==> config.mk <==
export PLATFORM = sky130hd
export DESIGN_NAME = mem_dump_reader_flat
export DESIGN_NICKNAME = d
export VERILOG_FILES = /design/src/rtl/mem_dump_reader_pkg.sv /design/src/rtl/mem_dump_reader_if.sv /design/src/rtl/mem_dump_reader.sv /design/src/flat_wrapper.sv
export SDC_FILE = /design/constraint.sdc
export NUM_CORES = 1
export LEC_CHECK = 0
export BUFFER_PORTS_ARGS = -buffer_cell sky130_fd_sc_hd__buf_2
export CELL_PAD_IN_SITES_DETAIL_PLACEMENT = 0
export CELL_PAD_IN_SITES_GLOBAL_PLACEMENT = 1
export CORE_ASPECT_RATIO = 0.9
export CORE_MARGIN = 2
export CORE_UTILIZATION = 34
export DETAILED_ROUTE_END_ITERATION = 8
export HOLD_SLACK_MARGIN = 0.1
export PLACE_DENSITY = 0.73
export SYNTH_ARGS = -nofsm -noshare
export SYNTH_HDL_FRONTEND = slang
export SYNTH_SLANG_ARGS = --single-unit
==> constraint.sdc <==
create_clock -name clk -period 5.8 [get_ports clk]
set_input_delay 0.58 -clock clk [delete_from_list [all_inputs] [get_ports clk]]
set_output_delay 0.58 -clock clk [all_outputs]
set_load 0.1 [all_outputs]
==> src/rtl/mem_dump_reader_pkg.sv <==
// Shared constants and FSM encoding for the MEM debug-bus dump reader.
// Imported by the interface, the top and the bench.
package mem_dbg_pkg;

    localparam int DBG_ADDR_W = 8;
    localparam int DBG_DATA_W = 32;
    localparam int DBG_DEPTH  = 256;

    typedef enum logic [1:0] {
        ST_IDLE = 2'd0,
        ST_READ = 2'd1,
        ST_HOLD = 2'd2,
        ST_DONE = 2'd3
    } dbg_state_e;

endpackage

==> src/rtl/mem_dump_reader_if.sv <==
// Debug-bus read port plus the captured-word valid/ready stream.
// master = dump reader side, slave = memory / downstream side.
interface mem_dump_reader_if
    import mem_dbg_pkg::*;
#(
    parameter int ADDR_W = DBG_ADDR_W,
    parameter int DATA_W = DBG_DATA_W
);

    logic [31:0]       mem_check_addr;
    logic [DATA_W-1:0] mem_check_data;
    logic              out_valid;
    logic              out_ready;
    logic [DATA_W-1:0] out_data;
    logic [ADDR_W-1:0] out_addr;

    modport master (
        output mem_check_addr,
        input  mem_check_data,
        output out_valid,
        input  out_ready,
        output out_data,
        output out_addr
    );

    modport slave (
        input  mem_check_addr,
        output mem_check_data,
        input  out_valid,
        output out_ready,
        input  out_data,
        input  out_addr
    );

endinterface

==> src/rtl/mem_dump_reader.sv <==
// Walks a contiguous word range over the debug bus and streams
// each captured word out, one word per two cycles at best.
module mem_dump_reader
    import mem_dbg_pkg::*;
#(
    parameter int ADDR_W = DBG_ADDR_W,
    parameter int DATA_W = DBG_DATA_W
) (
    input  logic                clk,
    input  logic                rstn,
    input  logic                start,
    input  logic [ADDR_W-1:0]   start_addr,
    input  logic [ADDR_W:0]     word_cnt,
    input  logic                abort,
    output logic                busy,
    output logic                done,
    mem_dump_reader_if.master   bus
);

    localparam logic [ADDR_W:0]   REM_ONE = {{ADDR_W{1'b0}}, 1'b1};
    localparam logic [ADDR_W-1:0] CUR_ONE = {{(ADDR_W-1){1'b0}}, 1'b1};

    dbg_state_e        state;
    logic [ADDR_W-1:0] cur;
    logic [ADDR_W:0]   rem;
    logic              out_valid;
    logic [DATA_W-1:0] out_data;
    logic [ADDR_W-1:0] out_addr;

    // The pointer owns the debug-bus address; upper bits are tied low.
    assign bus.mem_check_addr = {{(32-ADDR_W){1'b0}}, cur};
    assign bus.out_valid      = out_valid;
    assign bus.out_data       = out_data;
    assign bus.out_addr       = out_addr;

    // Dump FSM with pointer/count and registered busy/done/stream outputs.
    always_ff @(posedge clk or negedge rstn) begin
        if (!rstn) begin
            state     <= ST_IDLE;
            cur       <= '0;
            rem       <= '0;
            busy      <= 1'b0;
            done      <= 1'b0;
            out_valid <= 1'b0;
            out_data  <= '0;
            out_addr  <= '0;
        end else begin
            done <= 1'b0;
            if (abort && state != ST_IDLE) begin
                state     <= ST_IDLE;
                busy      <= 1'b0;
                out_valid <= 1'b0;
                rem       <= '0;
            end else begin
                unique case (state)
                    ST_IDLE: begin
                        if (start) begin
                            busy <= 1'b1;
                            if (word_cnt != '0) begin
                                cur   <= start_addr;
                                rem   <= word_cnt;
                                state <= ST_READ;
                            end else begin
                                done  <= 1'b1;
                                state <= ST_DONE;
                            end
                        end
                    end
                    ST_READ: begin
                        out_data  <= bus.mem_check_data;
                        out_addr  <= cur;
                        out_valid <= 1'b1;
                        state     <= ST_HOLD;
                    end
                    ST_HOLD: begin
                        if (bus.out_ready) begin
                            out_valid <= 1'b0;
                            rem       <= rem - REM_ONE;
                            if (rem == REM_ONE) begin
                                done  <= 1'b1;
                                state <= ST_DONE;
                            end else begin
                                cur   <= cur + CUR_ONE;
                                state <= ST_READ;
                            end
                        end
                    end
                    ST_DONE: begin
                        busy  <= 1'b0;
                        state <= ST_IDLE;
                    end
                    default: begin
                        busy  <= 1'b0;
                        state <= ST_IDLE;
                    end
                endcase
            end
        end
    end

endmodule

==> src/flat_wrapper.sv <==
// flat-port wrapper written by rule: the top's interface ports become plain ports
module mem_dump_reader_flat import mem_dbg_pkg::*;
#(
    parameter int ADDR_W = DBG_ADDR_W,
    parameter int DATA_W = DBG_DATA_W
)
  (clk, rstn, start, start_addr, word_cnt, abort, busy, done, bus_mem_check_addr, bus_mem_check_data, bus_out_valid, bus_out_ready, bus_out_data, bus_out_addr);
  mem_dump_reader_if #(.ADDR_W(ADDR_W), .DATA_W(DATA_W)) bus_i ();
  input  logic clk;
  input  logic rstn;
  input  logic start;
  input  logic [ADDR_W-1:0] start_addr;
  input  logic [ADDR_W:0] word_cnt;
  input  logic abort;
  output logic busy;
  output logic done;
  output wire logic [$bits(bus_i.mem_check_addr)-1:0] bus_mem_check_addr;
  input wire logic [$bits(bus_i.mem_check_data)-1:0] bus_mem_check_data;
  output wire logic [$bits(bus_i.out_valid)-1:0] bus_out_valid;
  input wire logic [$bits(bus_i.out_ready)-1:0] bus_out_ready;
  output wire logic [$bits(bus_i.out_data)-1:0] bus_out_data;
  output wire logic [$bits(bus_i.out_addr)-1:0] bus_out_addr;
  assign bus_mem_check_addr = bus_i.mem_check_addr;
  assign bus_i.mem_check_data = bus_mem_check_data;
  assign bus_out_valid = bus_i.out_valid;
  assign bus_i.out_ready = bus_out_ready;
  assign bus_out_data = bus_i.out_data;
  assign bus_out_addr = bus_i.out_addr;
  mem_dump_reader #(.ADDR_W(ADDR_W), .DATA_W(DATA_W)) u_core (.clk(clk), .rstn(rstn), .start(start), .start_addr(start_addr), .word_cnt(word_cnt), .abort(abort), .busy(busy), .done(done), .bus(bus_i));
endmodule
==> impl_metrics.ini, run 1 <==
[critical_path]
reg2reg_to = u_core.rem[6]
reg2reg_from = u_core.state[0]
cp-end-kind = register
r2r_setup_slack_ps = 2700
required_ps = 6020
r2r_cells = 6
worst-path-max-fanout = 32
crit_type = reg -> reg
critical_path_arrival_ps = 3310
setup.worst_path.start_class = register

[logic_synthesis]
syn_area_sq_um = 3220
synthTopCellsByArea = dfrtp_1 48%, mux2_2 14%, buf_4 5.6%, ha_1 2.7%, a22o_1 1.9%
yosysTopAreaCellShare_pct = 48.2
yosys_warnings = 0
yosysTopAreaCell = dfrtp_1
yosys-top-cells-count = 62 x dfrtp_1, 39 x mux2_2, 24 x buf_4
synth_flop_cell = dfrtp_1
synth-edff-count = 0
synth_seq_cells = 62
synth-async-reset-ratio_pct = 100
synth.avg_cell_area_sq_um = 11.5
ys_types = 60
synth_seq_area_share_pct = 48.2
synth.most_common_cell = dfrtp_1
synthCells = 279

[sta]
max_freq_mhz = 323
fin_crit_ps = 3100
worst_pin_slew_ps = 1070
post-route-period-util_pct = 53.4
skew_ps = 8.36
relSlewSlack_pct = 28.8
rsz0062_at_grt = false
finalSetupViolCount = 0
finalHoldViolCount = 0
tns_ps = 0
drv_slew = 0

[cells_and_area]
drive_above_1_share_pct = 43.0
syn_to_final_growth_pct = 23.0
fin_nets = 444
diodes = 0

[die]
pin_count = 129
die_y_um = 96.3
core_area_sq_um = 9170
fp.dieW_um = 107
core.rowCount = 33
dieArea_sq_um = 10300
start_util_pct = 35.1

[cts]
cts_hold_buf = 0
clk_path_buf_depth = 2
cts_resized = 0
htreeDepth = 3
cts_sinks = 62
cts_setup_buffers = 0
clk_latency_ps = 330
clkTransAtPathRegs_ps = 70
root_buffer = clkbuf_8
cts_tree = built
cts_buffers = 9

[global_route]
grt_max_degree = 63
antenna_found_initial = 1
first_global_vias = 2381
grt_usage_pct = 15.2
grt_overflow_total = 0
grt_pass1_wl_um = 12000

[outcome]
outcome = finished clean

[route]
drc = 0
met3_length_um = 454
drtPass1Iterations = 4
dr_wl_met2_um = 3940
final_antenna_net_count = 0
wirelength_um = 7720
drt_iter0_markers = 121
wl_per_cell_um = 15.1
wl_met1_um = 3240
vias = 2504
viasPerCell = 4.91
dr.max_layer_used = met5

[run]
drv_cap = 0

[placement]
place.gp.congestion = 0.818
portBuffers = 104
dp_hpwl_um = 5460

[hold_path]
hold_class = in -> async
==> layout make-up <==
cell class	instances	area, sq um
well taps	122	153
flip-flops and latches	62	1550
clock inverters	4	70.1
inverters	10	37.5
multi-input cells	195	1470
fillers	898	5210
repair buffers	105	528
clock buffers	12	145
==> through the flow <==
step	cell area (sq um)	instances	utilization, %	setup WS, ps	hold WS, ps
after floorplan	3300	302	-	3750	284
after global placement	3740	494	40.8	2890	461
after detailed placement	3740	494	40.8	2790	472
after CTS	3960	510	43.1	2770	444
after global routing	3960	510	43.1	2480	450
final	3960	510	43.1	2700	413
==> worst max-delay path by stage <==
| stage | start | to | slack [ps] | depth (start not counted) |
|---|---|---|---|---|
| 2_1_floorplan | u_core.cur[5] | u_core.cur[7] | 3750 | 5 |
| 3_3_place_gp | u_core.state[0] | u_core.rem[6] | 2890 | 6 |
| 3_5_place_dp | u_core.state[0] | u_core.rem[6] | 2790 | 6 |
| 4_1_cts | u_core.state[0] | u_core.rem[6] | 2770 | 6 |
| 5_1_grt | u_core.state[0] | u_core.rem[6] | 2480 | 6 |
| 6_report | u_core.state[0] | u_core.rem[6] | 2700 | 6 |
==> cell usage in the layout, fill, tap and decap left out, types with 3 or more instances in the layout <==
cell type	Yosys	routed
mux2_2	39	39
a31oi_1	8	8
nand3_1	3	3
a21oi_1	6	6
inv_1	9	9
conb_1	1	24
o21ai_0	6	6
dfrtp_1	62	62
nand3b_1	3	3
clkbuf_8	0	10
o31ai_1	3	3
a22o_1	7	7
nor3_1	4	4
ha_1	7	7
nand2_1	7	6
or3_1	4	4
mux2i_1	3	3
buf_2	1	104
nand2b_1	4	4
nand4_1	4	4
nor4_1	6	6
nor2_1	16	16
==> routing by layer <==
layer | up-vias | global-route usage (%)
li1 | 1185 | -
met1 | 1223 | 18.5
met2 | 87 | 26.7
met3 | 7 | 3.86
met4 | 2 | 5.09
met5 | - | 0
==> flip-flops by register name, indices dropped and copies added (netlist names) <==
| register | flops |
|---|---|
| u_core.done | 1 |
| u_core.cur | 8 |
| u_core.bus.out_addr | 8 |
| u_core.bus.out_data | 32 |
| u_core.rem | 9 |
| u_core.state | 2 |
| u_core.busy | 1 |
| u_core.bus.out_valid | 1 |
==> cell families after synthesis <==
group                    Yosys count  synth area share (%)
multiplexers                      43                  15.1
adder cells (fa/ha/maj)            7                  2.72
flip-flops                        62                  48.2
buffers and inverters             45                  8.79
AND/OR/NAND/NOR                   68                  13.0
AO/OA/AOI/OAI                     51                  11.5
XOR/XNOR                           2                 0.545
other                              1                 0.117
==> worst max-delay path: stages, from the launching register on <==
cell and delay, ps:
dfrtp_1 400, inv_1 110, ha_1 870, nand2b_1 160
a31oi_1 770, nor2_1 350, a32o_1 320
Power of run 1 is left out: the tool's default activity adds up to more than one toggle a clock period on the data nets, which glitch-free logic cannot reach.
==> run 2, diff against run 1 <==
--- a/config.mk
+++ b/config.mk
@@ -10,10 +10,10 @@
 export CELL_PAD_IN_SITES_GLOBAL_PLACEMENT = 1
 export CORE_ASPECT_RATIO = 0.9
 export CORE_MARGIN = 2
-export CORE_UTILIZATION = 34
+export CORE_UTILIZATION = 33
 export DETAILED_ROUTE_END_ITERATION = 8
 export HOLD_SLACK_MARGIN = 0.1
-export PLACE_DENSITY = 0.73
+export PLACE_DENSITY = 0.74
 export SYNTH_ARGS = -nofsm -noshare
 export SYNTH_HDL_FRONTEND = slang
 export SYNTH_SLANG_ARGS = --single-unit
==> constraint.sdc (replaced) <==
create_clock -name clk -period 2.7 [get_ports clk]
set_input_delay 0.27 -clock clk [delete_from_list [all_inputs] [get_ports clk]]
set_output_delay 0.27 -clock clk [all_outputs]
set_load 0.1 [all_outputs]
==> impl_metrics.ini, run 2 (synthesis results as in run 1) <==
[route]
wl_per_cell_um = 14.1
final_antenna_net_count = 0
viasPerCell = 4.81
drc = 0
wirelength_um = 7350
drt_iter0_markers = 70
drtPass1Iterations = 4
vias = 2500

[placement]
place.gp.congestion = 0.741
post-place-cells = 503
portBuffers = 104
dp_hpwl_um = 5430

[cts]
clk_path_buf_depth = 2
htreeDepth = 3
cts_tree = built
root_buffer = clkbuf_8
clkTransAtPathRegs_ps = 70
clk_latency_ps = 330
cts_setup_buffers = 0
cts_sinks = 62
cts_buffers = 9

[die]
dieArea_sq_um = 10600
pin_count = 129
start_util_pct = 33.6
fp.dieW_um = 108
core_area_sq_um = 9570
core.rowCount = 34
die_y_um = 97.6

[critical_path]
r2r_setup_slack_ps = 270
worst-path-buf-inv = 1
reg2reg_to = u_core.rem[6]
reg2reg_from = u_core.state[0]
cp_slowest_cell = nor2_1
cp_top_family = simple AND/OR/NAND/NOR gates
critical_path_arrival_ps = 2700
setup.worst_path.start_class = register
crit_type = reg -> reg
cp-end-kind = register
r2r_cells = 6
slowest_delay_ps = 520
cp-startpoint = u_core.state[0]
required_ps = 2970
cp_cell_sequence = inv_1 -> ha_1 -> nor4bb_1 -> a31oi_2 -> nor2_1 -> a32o_1
worst-path-max-fanout = 13

[sta]
tns_ps = 0
worst_pin_slew_ps = 620
drv_slew = 0
finalHoldViolCount = 0
fin_crit_ps = 2430
skew_ps = 9.30
relSlewSlack_pct = 58.5
finalSetupViolCount = 0
post-route-period-util_pct = 90.0
rsz0062_at_grt = false
max_freq_mhz = 412

[hold_path]
hold_class = in -> reg
holdPathEnd = u_core.cur[3]
hp-start = start_addr[3]
whs_path_depth = 3

[cells_and_area]
diodes = 0
syn_to_final_growth_pct = 25.9
drive_above_1_share_pct = 44.2
layout.cells.non_filler = 520
top_register = u_core.bus.out_data
fin_nets = 450
fillers = 957
top_regs = u_core.bus.out_data x32, u_core.rem x9
final_cell_mix = 104 x buf_2, 62 x dfrtp_1, 39 x mux2_2
layout_commonest_cell = buf_2
largest_register_ff_count = 32

[global_route]
grt_max_degree = 34
grt_pass1_wl_um = 11600
first_global_vias = 2438
grt_usage_pct = 14.0
grt_overflow_total = 0
antenna_found_initial = 0

[run]
drv_cap = 0

[outcome]
outcome = finished clean
## run 2: changes by cell type in the layout (fill, tap and decap cells not counted)
cell,previous run,this run
clkbuf_1,2,1
clkbuf_8,10,9
bufinv_16,2,3
dlygate4sd3_1,0,1
buf_12,0,1
a31oi_1,8,7
a31oi_2,0,1
buf_4,1,5
inv_6,0,1
## run 2: how the worst max path moves through the flow
stage | endpoint | slack, ps | depth (start not counted)
6_report | u_core.rem[6] | 270 | 6
5_1_grt | u_core.rem[6] | 60 | 6
4_1_cts | u_core.rem[6] | 220 | 6
3_5_place_dp | u_core.rem[6] | 250 | 6
3_3_place_gp | u_core.rem[6] | 330 | 6
2_1_floorplan | u_core.cur[7] | 650 | 5
## run 2: metal layers
| layer | track usage (%) | wire, um | part of all wire (%) | vias to the layer above |
|---|---|---|---|---|
| met2 | 22.8 | 3490 | 48 | 88 |
| li1 | - | - | - | 1203 |
| met1 | 17.3 | 3240 | 44 | 1202 |
| met4 | 3.65 | 72 | 0.98 | 0 |
| met5 | 0 | 0 | 0 | - |
| met3 | 5.30 | 545 | 7.4 | 7 |
## run 2: what timing repair did
action	CTS	global route
resized for setup	0	1
endpoints found under the hold margin	23	0
setup endpoints to repair	0	8
hold buffers	1	0
## run 2: worst register-to-register path, delay by kind of cell (launching register included)
family	cells	cell delay [ps]
simple gates	2	950
fa+ha+maj	1	440
compound gates	2	440
flops	1	410
buf+inv	1	120
## run 2: final cells by class
cell class                 instances  area, sq um  area share, %
sequential                        62         1550           38.3
timing repair buffer             111          588           14.5
inverter                          10         37.5          0.927
tap                              126          158           3.89
clock buffer                      10          128           3.15
multi-input combinational        195         1480           36.5
clock inverter                     6          109           2.69
## run 2: through the flow
| step | utilization, % | area, sq um | worst slack [ps] | hold WS, ps |
|---|---|---|---|---|
| floorplan | - | 3300 | 648 | -25.6 |
| global placement | 39.6 | 3790 | 331 | 301 |
| detailed placement | 39.6 | 3790 | 252 | 294 |
| CTS | 42.2 | 4040 | 221 | 137 |
| global route | 42.3 | 4050 | 61.8 | 133 |
| finish | 42.3 | 4050 | 270 | 163 |
Power of run 2 is left out for the same reason.
